$ cat src/rtl/regbank_pkg.sv
// rtl/regbank_pkg.sv - shared defaults and helpers for the register-bank write arbiter
package regbank_pkg;

    localparam int N_REQ_DEF = 4;
    localparam int WIDTH_DEF = 8;
    localparam int DEPTH_DEF = 4;
    localparam int AW_DEF    = 2;

    // Ceiling log2, used to size addresses and pointers. Returns 0 for v <= 1.
    function automatic int clog2(input int v);
        int r;
        r = 0;
        while ((1 << r) < v) begin
            r = r + 1;
        end
        return r;
    endfunction

endpackage

$ cat src/rtl/regbank_wr_arbiter_rr_pick.sv
// rtl/regbank_wr_arbiter_rr_pick.sv - combinational round-robin picker
//
// Purpose: choose the first set bit of i_eligible, searching upward from
// i_ptr and wrapping from N-1 back to 0.
// Ports:
//   i_eligible   N   candidate bitmap
//   i_ptr        PW  index where the search starts
//   o_win_valid  1   some candidate exists
//   o_win_idx    PW  index of the winner (0 when none)
module rr_pick
    import regbank_pkg::*;
#(
    parameter int N  = N_REQ_DEF,
    parameter int PW = 2
) (
    input  logic [N-1:0]  i_eligible,
    input  logic [PW-1:0] i_ptr,
    output logic          o_win_valid,
    output logic [PW-1:0] o_win_idx
);

    // Walk the offsets from farthest to nearest so the nearest hit is the
    // last assignment and wins, avoiding a break in the loop.
    always_comb begin
        int j;
        o_win_valid = 1'b0;
        o_win_idx   = '0;
        for (int k = N - 1; k >= 0; k--) begin
            j = int'(i_ptr) + k;
            if (j >= N) begin
                j = j - N;
            end
            if (i_eligible[j]) begin
                o_win_valid = 1'b1;
                o_win_idx   = PW'(j);
            end
        end
    end

endmodule

$ cat src/rtl/regbank_wr_arbiter.sv
// rtl/regbank_wr_arbiter.sv - round-robin write arbiter in front of a shared register bank
//
// Purpose: each cycle grant one pending requester, decode its address to a
// one-hot register enable and present its data to the bank, all registered.
// Ports:
//   i_clk, i_rst     clock, asynchronous active-high reset
//   i_req            N_REQ        level requests, held until granted
//   i_addr_flat      N_REQ*AW     requester i address at [i*AW +: AW]
//   i_data_flat      N_REQ*WIDTH  requester i data at [i*WIDTH +: WIDTH]
//   o_gnt            N_REQ        one-hot grant, one cycle per accepted write
//   o_reg_en         DEPTH        one-hot register enable to the bank
//   o_reg_d          WIDTH        write data to the bank
//   o_addr_err       1            granted address was outside the bank
//   o_busy           1            any request pending (combinational)
module regbank_wr_arbiter
    import regbank_pkg::*;
#(
    parameter int N_REQ = N_REQ_DEF,
    parameter int WIDTH = WIDTH_DEF,
    parameter int DEPTH = DEPTH_DEF,
    parameter int AW    = AW_DEF
) (
    input  logic                   i_clk,
    input  logic                   i_rst,
    input  logic [N_REQ-1:0]       i_req,
    input  logic [N_REQ*AW-1:0]    i_addr_flat,
    input  logic [N_REQ*WIDTH-1:0] i_data_flat,
    output logic [N_REQ-1:0]       o_gnt,
    output logic [DEPTH-1:0]       o_reg_en,
    output logic [WIDTH-1:0]       o_reg_d,
    output logic                   o_addr_err,
    output logic                   o_busy
);

    localparam int PW = (clog2(N_REQ) < 1) ? 1 : clog2(N_REQ);

    logic [N_REQ-1:0] r_gnt;
    logic [DEPTH-1:0] r_reg_en;
    logic [WIDTH-1:0] r_reg_d;
    logic             r_addr_err;
    logic [PW-1:0]    r_ptr;

    logic [N_REQ-1:0] w_elig;
    logic             w_win_valid;
    logic [PW-1:0]    w_win_idx;
    logic [AW-1:0]    w_addr;
    logic [WIDTH-1:0] w_data;
    logic             w_in_range;
    logic [DEPTH-1:0] w_dec;
    logic [N_REQ-1:0] w_gnt_nxt;
    logic [PW-1:0]    w_ptr_nxt;

    // The grant being driven this cycle doubles as the last-grant mask: a
    // requester still holding req during its grant cycle is not re-granted.
    assign w_elig = i_req & ~r_gnt;

    rr_pick #(
        .N  (N_REQ),
        .PW (PW)
    ) u_rr_pick (
        .i_eligible  (w_elig),
        .i_ptr       (r_ptr),
        .o_win_valid (w_win_valid),
        .o_win_idx   (w_win_idx)
    );

    always_comb begin
        w_addr     = i_addr_flat[int'(w_win_idx)*AW +: AW];
        w_data     = i_data_flat[int'(w_win_idx)*WIDTH +: WIDTH];
        w_in_range = (int'(w_addr) < DEPTH);
        w_dec      = '0;
        for (int d = 0; d < DEPTH; d++) begin
            w_dec[d] = w_in_range && (int'(w_addr) == d);
        end
        w_gnt_nxt = '0;
        for (int i = 0; i < N_REQ; i++) begin
            w_gnt_nxt[i] = w_win_valid && (int'(w_win_idx) == i);
        end
        w_ptr_nxt = (int'(w_win_idx) == N_REQ - 1) ? '0 : w_win_idx + PW'(1);
    end

    always_ff @(posedge i_clk or posedge i_rst) begin
        if (i_rst) begin
            r_gnt      <= '0;
            r_reg_en   <= '0;
            r_reg_d    <= '0;
            r_addr_err <= 1'b0;
            r_ptr      <= '0;
        end else begin
            r_gnt <= w_gnt_nxt;
            if (w_win_valid) begin
                // Out-of-range writes are still granted so the request is
                // consumed; only the bank enable is suppressed.
                r_reg_en   <= w_dec;
                r_addr_err <= !w_in_range;
                r_reg_d    <= w_data;
                r_ptr      <= w_ptr_nxt;
            end else begin
                r_reg_en   <= '0;
                r_addr_err <= 1'b0;
            end
        end
    end

    assign o_gnt      = r_gnt;
    assign o_reg_en   = r_reg_en;
    assign o_reg_d    = r_reg_d;
    assign o_addr_err = r_addr_err;
    assign o_busy     = |i_req;

endmodule

$ cat config.mk
export PLATFORM = sky130hd
export DESIGN_NAME = regbank_wr_arbiter
export DESIGN_NICKNAME = d
export VERILOG_FILES = /design/src/rtl/regbank_pkg.sv /design/src/rtl/regbank_wr_arbiter_rr_pick.sv /design/src/rtl/regbank_wr_arbiter.sv
export SDC_FILE = /design/constraint.sdc
export NUM_CORES = 1
export LEC_CHECK = 0
export CORE_MARGIN = 5
export CORE_UTILIZATION = 25
export DETAILED_ROUTE_END_ITERATION = 7
export HOLD_SLACK_MARGIN = 0.12
export SYNTH_ARGS = -nofsm -noshare
export SYNTH_HDL_FRONTEND = slang
export SYNTH_SLANG_ARGS = --single-unit
$ cat constraint.sdc
create_clock -name i_clk -period 4.6 [get_ports i_clk]
set_input_delay 0.92 -clock i_clk [delete_from_list [all_inputs] [get_ports i_clk]]
set_output_delay 0.92 -clock i_clk [all_outputs]
set_load 0.03 [all_outputs]
Yosys cells after proc, flatten, opt, wreduce, memory -nomap -nowiden:

Cells that the tools add are included.

* flip-flop bits (word level): 18
* latch bits: 0
* RAM bits: 0
* memory bits (read-only): 0
* input port bits: 46
* output and inout bits: 18
* logic and storage cells: 63
* memories: 0

* add/sub/neg operators: 8
* multiply operators: 0
* div/mod/pow operators: 0
* $lt $le $gt $ge: 8
* eq/ne operators: 6
* shift operators: 2
* multiplexer cells: 26
* bitwise gates (word level): 2
* reduce and logical (&&, ||, !) cells: 7

Operators by type and width (count)
* < comparator 32 x 4 -> 1 bit, second input constant: 4
* 2-to-1 mux 32 bit: 4
* >= comparator 32 x 4 -> 1 bit, second input constant: 3
* subtractor 32 x 4 -> 32 bit, second input constant: 3
* indexed part select 32 x 6 -> 8 bit: 1
* 2-to-1 mux 1 bit: 12
* 2-to-1 mux 2 bit: 5
* binary-select mux 1 bit (select 2 bit): 4
* == test 2 bit, second input constant: 4
* indexed part select 8 x 4 -> 2 bit: 1
* adder 2 x 2 -> 3 bit, second input constant: 2
* AND 4 bit: 1
* == test 2 x 1 -> 1 bit, second input constant: 2
* logical AND 1 bit: 4
* logical NOT 2 bit: 2
* 2-to-1 mux 4 bit: 1
* inverter 4 bit: 1
* OR reduction 4 bit: 1
* subtractor 2 x 3 -> 4 bit, second input constant: 1
* adder 2 x 1 -> 3 bit, second input constant: 1
* >= comparator 2 x 3 -> 1 bit, second input constant: 1
* adder 2 x 1 -> 2 bit, second input constant: 1

Longest topological paths before layout:

* word-level depth: 13
* mapped depth: 8
* depth with buffers taken out: 6

Cells and area by module:

Synthesis repeated with hierarchy kept, for this count alone.

* cells, all modules: 79
* area, all modules: 1092.3 µm²

By module, submodules not included
* regbank_wr_arbiter: times used 1, cells an instance 66, area an instance 1014.7 µm², seq. area each 450.4 µm²
* rr_pick: times used 1, cells an instance 13, area an instance 77.6 µm², seq. area each 0.0 µm²

Worst setup path before layout:

Ideal clock, no wire load.

* path kind: in2out
* start point: in i_req[3]
* end point: out o_busy
* data arrival time: 1.606 ns
* required time: 3.680 ns
* slack: 2.074 ns
* cell stages on the path: 1
* buffers on the path: 0
* path through: or4_1

* word-level cells in the longest chain between the ends: 1

RTL lines
* from (decl): line regbank_wr_arbiter.sv:25 `input logic [N_REQ-1:0] i_req,`
* OR reduction 4 bit: line regbank_wr_arbiter.sv:109 `assign o_busy = |i_req;`
* to (decl): line regbank_wr_arbiter.sv:32 `output logic o_busy`

No other way between the ends.

Worst setup path after layout:

Same ends and word-level chain as after synthesis.

==> out/metrics.csv <==
metric,value,unit
outcome,"complete, no violations",
hold_violations,0,
root_buffer,clkbuf_8,
power_density,604,nW/um^2
clkLatencyLatePin,0.26,ns
final_cell_mix,"62 x clkdlybuf4s50_1, 18 x mux2i_1, 18 x dfrtp_1",
synth_flop_cell,dfrtp_1,
synth_fa_ha_area_frac,0.0418,
fmax,0.293,GHz
layout_commonest_cell,clkdlybuf4s50_1,
gp_congestion,0.835,
grt_antenna_before_repair,0,
track_usage,0.106,
dieArea,6270,sq um
synthCells,118,
grt_first_pass_wirelength,5270,microns
dpl.hpwl,2700,microns
hp-start,r_ptr[0]$_DFFE_PP0P_,
grt_max_degree,27,
diodes,0,
grt_pass1_vias,1163,
detail-route-antenna-nets,0,
nFillCells,461,
hold_buffers,0,
p_leak,0.793,nW
setup_tns,0,ns
required,3.68,ns
synth_top_family_by_area,simple AND/OR/NAND/NOR gates,
cts.clk_slew.worst_paths,0.07,ns
layout.nets,228,
critPathArrivalTime,2.49,ns
yosys-mux-area-fraction,0.160,
synth_edf_count,0,
drive_gt1_frac,0.0282,
start_util,0.255,
path_class,primary input to primary output,
cts_buffer_depth,2,
wl_per_cell,14.7,microns
syn_avg_cell_area,10.1,sq um
cp-end-kind,primary output,
port-buffer-count,62,
slew_headroom,0.544,
final-setup-viol-count,0,
worst_pin_slew,0.684,ns
synth_area,1200,sq um
synthXorXnorAreaFrac,0,
yosys.area_share.simple,0.213,
yosysSeqAreaShare,0.376,
ys.warnings.count,0,
drv_cap,0,
clock_skew,0.00445,ns
startpoint_type,primary input,
cts_buffers,3,
syn_nets,168,
die_h,79.2,microns
rsz0062_at_grt,false,
finalCritPeriodShare,0.741,
r2r-start,o_gnt[0]$_DFF_PP0_,
crit_fanout,3,
vias_per_cell,4.90,
drv_slew,0,
finalCriticalPeriod,3.41,ns
fin_util,0.401,
crit_start,i_req[3],
ir_drop,0.234,mV
num_io_pins,64,
async_flop_share,1.00,
min_path_type,flop to flop,
cts_sinks,18,
drt_iter0_drc,66,
fp.dieW,79.2,microns
cts_tree,done,
cts_resized,0,
rows,25,
firstDrtPassIters,4,
vias,1131,
grt-ovfl-total,0,
ys_types,34,
drc,0,
h-tree-depth,1,
synth_compound_area_frac,0.132,
area_growth,56.9,%
wirelength,3400,microns
ys_seq_elements,18,
cts_setup_buffers,0,
coreArea,4690,sq um
-- power breakdown --
part           internal (mW)  switching, mW  leakage (nW)
Clock                 0.0761         0.0564        0.0288
Sequential             0.238         0.0446         0.216
Combinational          0.311          0.409         0.549
Total                  0.625          0.510         0.793
-- flip-flops by register name, summed over array words and instances, names as in the netlist --
signal	cells
o_reg_en	4
o_gnt	4
r_ptr	2
o_reg_d	8
-- worst max-delay path: stages --
cell	delay (ns)
clkdlybuf4s50_1	0.43
or4_1	0.53
clkdlybuf4s50_1	0.61
-- path summary, 6_finish.rpt --
kind,slack [ns],cells after the start,to
max,1.19,3,o_busy
min,0.57,2,r_ptr[0]$_DFFE_PP0P_
max reg2reg,2.43,5,o_reg_d[4]$_DFFE_PP0P_
min reg2reg,0.57,2,r_ptr[0]$_DFFE_PP0P_
max in group asynchronous,3.10,2,o_reg_en[3]$_DFF_PP0_
min in group asynchronous,1.06,2,o_reg_d[0]$_DFFE_PP0P_
-- metrics by stage --
stage | setup slack, ns | hold WS, ns | total power [mW] | area [sq um] | instances
global placement | 1.21 | 0.531 | 0.999 | 1820 | 227
finish | 1.19 | 0.573 | 1.14 | 1880 | 231
floorplan | 2.07 | 0.491 | 0.805 | 1200 | 118
global route | 1.14 | 0.605 | 1.21 | 1880 | 231
CTS | 1.17 | 0.580 | 1.15 | 1880 | 231
detailed placement | 1.18 | 0.563 | 1.02 | 1820 | 227
-- Yosys cell counts (2+ instances only) --
master,count,area share
nor2_1,11,0.034
nor2b_1,8,0.042
and2_1,5,0.026
a32oi_1,3,0.022
a221oi_1,8,0.059
buf_6,2,0.019
nand2_1,5,0.016
dfrtp_1,18,0.38
nand3b_1,3,0.019
nand2b_1,2,0.010
mux2i_1,18,0.15
nor3b_1,2,0.013
inv_1,3,0.0094
ha_1,4,0.042
nand4b_1,2,0.015
nor3_1,3,0.013
clkbuf_1,3,0.0094
a211oi_1,2,0.013
-- layout make-up --
class	count	area, sq um	area share
clock buffers	4	55.1	0.0293
repair buffers	62	621	0.330
inverters	4	27.5	0.0146
flip-flops and latches	18	450	0.240
multi-input cells	89	658	0.350
well taps	54	67.6	0.0360
-- logic make-up (layout without fill, tap and decap cells) --
kind of cell,after synthesis,in the layout
compound gates,19,19
fa+ha+maj,4,4
buf+inv,11,70
flops,18,18
mux,19,19
other cells,1,1
simple gates,46,46
-- routing by layer --
layer	GRT usage	part of all wire	routed length [microns]	up-vias
met3	0.0272	0.077	263	5
met1	0.116	0.40	1350	531
met2	0.198	0.51	1750	43
met4	0.0361	0.011	37	0
met5	0	0	0	-
li1	-	-	-	552
Note: power is estimated with default switching activity, not from simulation.
